## config.mk

```make
export PLATFORM = sky130hd
export DESIGN_NAME = multicycle_ctrl_fsm
export DESIGN_NICKNAME = d
export VERILOG_FILES = /design/src/rtl/riscv_ctrl_pkg.sv /design/src/rtl/ctrl_decode.sv /design/src/rtl/multicycle_ctrl_fsm.sv
export SDC_FILE = /design/constraint.sdc
export NUM_CORES = 1
export LEC_CHECK = 0
export ABC_CLOCK_PERIOD_IN_PS = 2300
export CORE_MARGIN = 2
export CORE_UTILIZATION = 60
export CTS_CLUSTER_SIZE = 24
export DETAILED_ROUTE_END_ITERATION = 8
export DONT_BUFFER_PORTS = 1
export GPL_TIMING_DRIVEN = 0
export PLACE_DENSITY = 0.84
export SYNTH_ARGS = -nofsm -noshare
export SYNTH_HDL_FRONTEND = slang
export SYNTH_SLANG_ARGS = --single-unit
```

## constraint.sdc

```tcl
create_clock -name clk -period 2.3 [get_ports clk]
set_input_delay 0.23 -clock clk [delete_from_list [all_inputs] [get_ports clk]]
set_output_delay 0.23 -clock clk [all_outputs]
set_load 0.1 [all_outputs]
```

## src/rtl/riscv_ctrl_pkg.sv

```systemverilog
// Shared encodings for the multi-cycle RV32I control unit: major opcodes, FSM states,
// ALU operation classes and writeback source selects.
package riscv_ctrl_pkg;

  localparam logic [6:0] OpcReg    = 7'b0110011;
  localparam logic [6:0] OpcImm    = 7'b0010011;
  localparam logic [6:0] OpcLoad   = 7'b0000011;
  localparam logic [6:0] OpcStore  = 7'b0100011;
  localparam logic [6:0] OpcBranch = 7'b1100011;
  localparam logic [6:0] OpcJal    = 7'b1101111;
  localparam logic [6:0] OpcJalr   = 7'b1100111;
  localparam logic [6:0] OpcLui    = 7'b0110111;

  typedef enum logic [2:0] {
    StFetch  = 3'd0,
    StDecode = 3'd1,
    StExec   = 3'd2,
    StMem    = 3'd3,
    StWb     = 3'd4,
    StHalt   = 3'd5
  } state_e;

  typedef enum logic [1:0] {
    AluAdd    = 2'b00,
    AluBranch = 2'b01,
    AluRtype  = 2'b10,
    AluItype  = 2'b11
  } alu_op_e;

  typedef enum logic [1:0] {
    WbAlu  = 2'b00,
    WbMem  = 2'b01,
    WbPc4  = 2'b10,
    WbUimm = 2'b11
  } wb_sel_e;

endpackage

```

## src/rtl/ctrl_decode.sv

```systemverilog
// Combinational instruction decoder.
// Ports: inst (instruction word) -> alu_src, alu_op, sft, wb_sel, instruction class flags
// (is_load/is_store/is_branch/is_jump) and illegal (unsupported opcode or funct field).
module ctrl_decode
  import riscv_ctrl_pkg::*;
(
  input  logic [31:0] inst,
  output logic        alu_src,
  output logic [1:0]  alu_op,
  output logic        sft,
  output logic [1:0]  wb_sel,
  output logic        is_load,
  output logic        is_store,
  output logic        is_branch,
  output logic        is_jump,
  output logic        illegal
);

  logic [6:0] opcode;
  logic [2:0] funct3;
  logic [6:0] funct7;

  assign opcode = inst[6:0];
  assign funct3 = inst[14:12];
  assign funct7 = inst[31:25];

  always_comb begin
    alu_src   = 1'b0;
    alu_op    = AluAdd;
    sft       = 1'b0;
    wb_sel    = WbAlu;
    is_load   = 1'b0;
    is_store  = 1'b0;
    is_branch = 1'b0;
    is_jump   = 1'b0;
    illegal   = 1'b0;
    case (opcode)
      OpcReg: begin
        alu_op  = AluRtype;
        illegal = (funct7 != 7'b0000000) && (funct7 != 7'b0100000);
      end
      OpcImm: begin
        alu_src = 1'b1;
        alu_op  = AluItype;
        sft     = (funct3 == 3'b001) || (funct3 == 3'b101);
      end
      OpcLoad: begin
        alu_src = 1'b1;
        wb_sel  = WbMem;
        is_load = 1'b1;
        illegal = (funct3 == 3'b011) || (funct3 == 3'b110) || (funct3 == 3'b111);
      end
      OpcStore: begin
        alu_src  = 1'b1;
        is_store = 1'b1;
        illegal  = (funct3 >= 3'b011);
      end
      OpcBranch: begin
        alu_op    = AluBranch;
        is_branch = 1'b1;
      end
      OpcJal, OpcJalr: begin
        alu_src = 1'b1;
        wb_sel  = WbPc4;
        is_jump = 1'b1;
      end
      OpcLui: begin
        alu_src = 1'b1;
        wb_sel  = WbUimm;
      end
      default: illegal = 1'b1;
    endcase
  end

endmodule

```

## src/rtl/multicycle_ctrl_fsm.sv

```systemverilog
// Multi-cycle RV32I control FSM: FETCH/DECODE/EXEC/MEM/WB sequencing, memory vs MMIO routing,
// wait-state handshake with timeout, sticky illegal/bus-error trapping into HALT.
// Ports: clk, rst_n (async active-low); inst, alu_result, mem_ready in; fetch/ir/pc strobes,
// memory/IO read/write strobes with size/sign, regfile write, ALU controls, branch/jump,
// sticky illegal and bus_err out.
module multicycle_ctrl_fsm
  import riscv_ctrl_pkg::*;
#(
  parameter int unsigned     XLEN    = 32,
  parameter logic [XLEN-1:0] IO_BASE = 32'hFFFF_FC00,
  parameter logic [XLEN-1:0] IO_MASK = 32'hFFFF_FC00,
  parameter int unsigned     TIMEOUT = 255
) (
  input  logic            clk,
  input  logic            rst_n,
  input  logic [31:0]     inst,
  input  logic [XLEN-1:0] alu_result,
  input  logic            mem_ready,
  output logic            fetch_req,
  output logic            ir_we,
  output logic            pc_we,
  output logic            mem_read,
  output logic            mem_write,
  output logic            io_read,
  output logic            io_write,
  output logic [1:0]      mem_size,
  output logic            mem_unsigned,
  output logic            reg_write,
  output logic [1:0]      wb_sel,
  output logic            alu_src,
  output logic [1:0]      alu_op,
  output logic            sft,
  output logic            branch,
  output logic            jump,
  output logic [2:0]      branch_type,
  output logic            illegal,
  output logic            bus_err
);

  localparam int unsigned CntW = (TIMEOUT > 0) ? $clog2(TIMEOUT + 1) : 1;

  state_e          state_q, state_d;
  logic [CntW-1:0] cnt_q, cnt_d;
  logic            is_io_q, is_io_d;
  logic            illegal_q, illegal_d;
  logic            bus_err_q, bus_err_d;

  logic       dec_alu_src, dec_sft, dec_is_load, dec_is_store, dec_is_branch, dec_is_jump;
  logic       dec_illegal;
  logic [1:0] dec_alu_op, dec_wb_sel;

  ctrl_decode u_decode (
    .inst      (inst),
    .alu_src   (dec_alu_src),
    .alu_op    (dec_alu_op),
    .sft       (dec_sft),
    .wb_sel    (dec_wb_sel),
    .is_load   (dec_is_load),
    .is_store  (dec_is_store),
    .is_branch (dec_is_branch),
    .is_jump   (dec_is_jump),
    .illegal   (dec_illegal)
  );

  logic addr_is_io, misalign, timeout_hit;

  assign addr_is_io  = (alu_result & IO_MASK) == (IO_BASE & IO_MASK);
  assign misalign    = ((inst[13:12] == 2'b01) && alu_result[0]) ||
                       ((inst[13:12] == 2'b10) && (alu_result[1:0] != 2'b00));
  // Expiry cycle: counter has reached TIMEOUT; mem_ready in this cycle still completes.
  assign timeout_hit = (TIMEOUT != 0) && (cnt_q == CntW'(TIMEOUT));

  always_ff @(posedge clk or negedge rst_n) begin
    if (!rst_n) begin
      state_q   <= StFetch;
      cnt_q     <= '0;
      is_io_q   <= 1'b0;
      illegal_q <= 1'b0;
      bus_err_q <= 1'b0;
    end else begin
      state_q   <= state_d;
      cnt_q     <= cnt_d;
      is_io_q   <= is_io_d;
      illegal_q <= illegal_d;
      bus_err_q <= bus_err_d;
    end
  end

  always_comb begin
    state_d      = state_q;
    cnt_d        = cnt_q;
    is_io_d      = is_io_q;
    illegal_d    = illegal_q;
    bus_err_d    = bus_err_q;
    fetch_req    = 1'b0;
    ir_we        = 1'b0;
    pc_we        = 1'b0;
    mem_read     = 1'b0;
    mem_write    = 1'b0;
    io_read      = 1'b0;
    io_write     = 1'b0;
    mem_size     = 2'b00;
    mem_unsigned = 1'b0;
    reg_write    = 1'b0;
    wb_sel       = 2'b00;
    alu_src      = 1'b0;
    alu_op       = 2'b00;
    sft          = 1'b0;
    branch       = 1'b0;
    jump         = 1'b0;
    branch_type  = 3'b000;

    unique case (state_q)
      StFetch: begin
        fetch_req = 1'b1;
        if (mem_ready) begin
          ir_we   = 1'b1;
          state_d = StDecode;
        end else if (timeout_hit) begin
          bus_err_d = 1'b1;
          state_d   = StHalt;
        end else begin
          cnt_d = cnt_q + CntW'(1);
        end
      end
      StDecode: begin
        if (dec_illegal) begin
          illegal_d = 1'b1;
          state_d   = StHalt;
        end else begin
          state_d = StExec;
        end
      end
      StExec: begin
        alu_src     = dec_alu_src;
        alu_op      = dec_alu_op;
        sft         = dec_sft;
        branch      = dec_is_branch;
        jump        = dec_is_jump;
        branch_type = dec_is_branch ? inst[14:12] : 3'b000;
        if (dec_is_branch) begin
          pc_we   = 1'b1;
          cnt_d   = '0;
          state_d = StFetch;
        end else if (dec_is_load || dec_is_store) begin
          is_io_d = addr_is_io;
          if (misalign) begin
            bus_err_d = 1'b1;
            state_d   = StHalt;
          end else begin
            cnt_d   = '0;
            state_d = StMem;
          end
        end else begin
          state_d = StWb;
        end
      end
      StMem: begin
        mem_size     = inst[13:12];
        mem_unsigned = inst[14];
        mem_read     = dec_is_load && !is_io_q;
        io_read      = dec_is_load && is_io_q;
        mem_write    = dec_is_store && !is_io_q;
        io_write     = dec_is_store && is_io_q;
        if (mem_ready) begin
          if (dec_is_store) begin
            pc_we   = 1'b1;
            cnt_d   = '0;
            state_d = StFetch;
          end else begin
            state_d = StWb;
          end
        end else if (timeout_hit) begin
          bus_err_d = 1'b1;
          state_d   = StHalt;
        end else begin
          cnt_d = cnt_q + CntW'(1);
        end
      end
      StWb: begin
        reg_write = (inst[11:7] != 5'd0);
        pc_we     = 1'b1;
        wb_sel    = dec_wb_sel;
        // Load data extension is applied on the writeback path.
        if (dec_is_load) begin
          mem_size     = inst[13:12];
          mem_unsigned = inst[14];
        end
        cnt_d   = '0;
        state_d = StFetch;
      end
      StHalt: ;
      default: state_d = StHalt;
    endcase

    // State register already holds FETCH during reset; keep every strobe quiet until release.
    if (!rst_n) begin
      fetch_req    = 1'b0;
      ir_we        = 1'b0;
      pc_we        = 1'b0;
      mem_read     = 1'b0;
      mem_write    = 1'b0;
      io_read      = 1'b0;
      io_write     = 1'b0;
      mem_size     = 2'b00;
      mem_unsigned = 1'b0;
      reg_write    = 1'b0;
      wb_sel       = 2'b00;
      alu_src      = 1'b0;
      alu_op       = 2'b00;
      sft          = 1'b0;
      branch       = 1'b0;
      jump         = 1'b0;
      branch_type  = 3'b000;
    end
  end

  assign illegal = illegal_q;
  assign bus_err = bus_err_q;

endmodule
```

==> flow_summary.json <==
{
  "synth_area_leader_cell": "sky130_fd_sc_hd__dfrtp_1",
  "layout.nets": 269,
  "synth_area_um2": 1350,
  "post_synth.cell_area_avg_um2": 7.52,
  "finalCriticalPeriod_ps": 2460,
  "post-place-cells": 208,
  "num-fill-cells": 113,
  "num_io_pins": 91,
  "die_h_um": 51.5,
  "ys_seq_elements": 14,
  "antenna_found_initial": 0,
  "area_delta_synth_final_pct": 36.7,
  "cell_chosen_for_the_clock_root": "sky130_fd_sc_hd__clkbuf_4",
  "die_width_um": 51.5,
  "switching_share_pct": 47.0,
  "groute.usage.overall_pct": 39.3,
  "area.sequential_um2": 353,
  "power_per_cell_area_nw_per_um2": 657,
  "wl_per_cell_um": 24.7,
  "max-vdd-ir-drop_mv": 0.575,
  "drive_gt1_share_pct": 34.0,
  "layout.core_utilization_pct": 85.3,
  "post_synthesis_sequential_area_ratio_pct": 25.9,
  "routabilityCongestion": 0.889,
  "top_cell_type_s_share_of_synthesized_area_pct": 25.9,
  "multiInputGateArea_um2": 1190,
  "cap_viol_max_count": 0,
  "clock_power_share_pct": 15.9,
  "violations": "setup timing",
  "timing.final.hold_violations": 0,
  "power.internal_uw": 645,
  "setup_tns_ps": -910,
  "synth.distinct_cells": 45,
  "final-max-slew-violation-count": 0,
  "critical_path.max_stage_delay_ps": 1040,
  "finalPower_mw": 1.22,
  "grt_first_pass_wirelength_um": 7850,
  "drc": 0,
  "timing.critical_path.required_ps": 2070,
  "crit-reg2reg-launch": "state_q[0]",
  "rsz0062_at_grt": "yes",
  "stdcell_count": 228,
  "clockBufferDepth": 2,
  "worstPathMaxFanout": 3,
  "cts.sink_count": 14,
  "hp-start": "mem_ready",
  "drtPass1Iterations": 6,
  "design.die.area_um2": 2650,
  "post_synth_main_area_contributors": "sky130_fd_sc_hd__dfrtp_1 26%, sky130_fd_sc_hd__nor2_1 5.3%, sky130_fd_sc_hd__nand4_1 4.6%, sky130_fd_sc_hd__a21oi_1 4.1%, sky130_fd_sc_hd__nand3_1 4.1%",
  "clk-insertion-delay-late_ps": 300,
  "worst_setup_path_start_kind": "flop",
  "cts-buffers-inserted": 3,
  "tritoncts_clock_tree": "yes",
  "worst_hold_slack_ps": 213,
  "number_of_antenna_diodes": 0,
  "vias_after_detailed_routing": 1798,
  "critPathSlowestCell": "sky130_fd_sc_hd__nor4_4",
  "timing.final.ws_setup_ps": -165,
  "timing.clock.skew_ps": 2.84,
  "fin_crit_sh_pct": 107,
  "slew_headroom_pct": 10.1,
  "worst_setup_hold_path_clk_slew_ps": 100,
  "buffer_ports.inserted": 0,
  "crit_chain": "nand2b_4, nor2_4, nand4_1, nor4_4",
  "ff2ff_setup_slack_ps": 70,
  "floorplan.core_area_um2": 2170,
  "rows": 17,
  "most_frequent_cells_in_the_layout": "12 x sky130_fd_sc_hd__nor2_1, 12 x sky130_fd_sc_hd__dfrtp_1, 11 x sky130_fd_sc_hd__buf_4",
  "grt_start_max_net_pins": 15,
  "hpwlAfterDp_um": 2970,
  "clock_tree.htree_level_count": 1,
  "worst_hold_path_type": "primary input to flop",
  "timing_worst_slew_pin_value_ps": 1340,
  "ant_nets": 0,
  "synth_fp_nets": 248,
  "synth_cells": 180,
  "dr.first_iter.drc_count": 146,
  "path_class": "flop to primary output",
  "drt-total-wl_um": 5630,
  "grt_overflow_total": 0,
  "outcome": "complete, but fails checks",
  "cp_data_arrival_time_ps": 2230,
  "synth.yosys.warnings": 0,
  "leakage_nw": 0.703,
  "combPwrFrac_pct": 56.5,
  "floorplan.initialDensity_pct": 62.4,
  "via_per_inst": 7.89,
  "achievable-frequency_mhz": 406,
  "pwr-share-seq_pct": 27.6,
  "critical_path_origin": "state_q[0]",
  "number_of_global_route_vias_before_repair": 1628,
  "total_switching_power_uw": 572,
  "critical_path.endpoint_type": "primary output",
  "setup_viol_count_final": 8
}
cell usage after synthesis (all sizes together):
cell     number
a2111oi       1
a211o         1
a211oi        2
a21o          2
a21oi        11
a221oi        2
a31o          2
a31oi         2
a32oi         1
a41o          1
and2          4
and3          6
and3b         2
and4b         1
and4bb        1
buf           3
clkbuf        5
dfrtp        14
ha            1
inv           8
mux2          1
mux2i         2
nand2        11
nand2b        5
nand3        11
nand3b        2
nand4        10
nor2         20
nor2b         3
nor3         10
nor3b         2
nor4          4
nor4b         1
o211a         1
o21ai         7
o21bai        1
o22a          2
o22ai         1
o311ai        1
o31a          1
o31ai         6
or3           3
or4           5
metal layers:
metal	vias up	global-route usage, %	routed length (um)
li1	736	-	-
met1	809	52.5	1860
met2	200	66.0	2620
met3	53	7.18	712
met4	0	9.65	439
met5	-	0	0
timing repair:
action | in CTS | in global routing
pin swaps | 8 | 11
hold buffers | 1 | 0
buffers inserted | 14 | 5
endpoints found under the hold margin | 14 | 0
resized for setup | 33 | 17
setup endpoints to repair | 19 | 12
path summary, 6_finish.rpt:
| kind | endpoint | cells after the start |
|---|---|---|
| max | sft | 4 |
| min | state_q[0] | 3 |
| max reg2reg | cnt_q[6] | 8 |
| min reg2reg | cnt_q[5] | 2 |
| max in group asynchronous | state_q[1] | 1 |
| min in group asynchronous | cnt_q[7] | 1 |
metrics by stage:
step	setup slack, ps	cell area [um^2]
finish	-165	1850
global route	-227	1850
CTS	-235	1780
detailed placement	-281	1510
global placement	-748	1480
floorplan	-566	1440
sequential cells by signal, indices dropped and copies added, names as in the netlist:
signal and flops:
illegal 1, is_io_q 1, state_q 3, bus_err 1
cnt_q 8
final cells by class:
cell class,count,area share (%)
Multi-Input combinational cell,150,64.2
Sequential cell,14,19.1
Timing Repair Buffer,18,8.65
Buffer,6,2.64
Clock buffer,4,1.96
Tap cell,28,1.89
Inverter,8,1.62
logic make-up (layout without fill, tap and decap cells):
| kind of cell | after synthesis | count (layout) | share of synthesized area, % |
|---|---|---|---|
| AOI/OAI and AO/OA | 45 | 45 | 23.3 |
| adders and majority gates | 1 | 1 | 0.924 |
| buffers and inverters | 16 | 36 | 4.71 |
| DFF | 14 | 14 | 25.9 |
| muxes | 3 | 3 | 2.31 |
| and+or+nand+nor | 101 | 101 | 42.9 |
power by group through the flow:
stage	logic, mW	registers (mW)	clock network [mW]
after CTS	0.578	0.319	0.186
after floorplan	0.343	0.316	0
after global placement	0.390	0.321	0
after detailed placement	0.418	0.327	0
after global routing	0.715	0.335	0.201
final	0.688	0.336	0.193
worst max-delay path: cells and delay by family, from the launching register on:
kind / cells / cell delay (ps)
and+or+nand+nor: 4 / 1480
DFF: 1 / 450
Power figures use the tool's default switching activity.
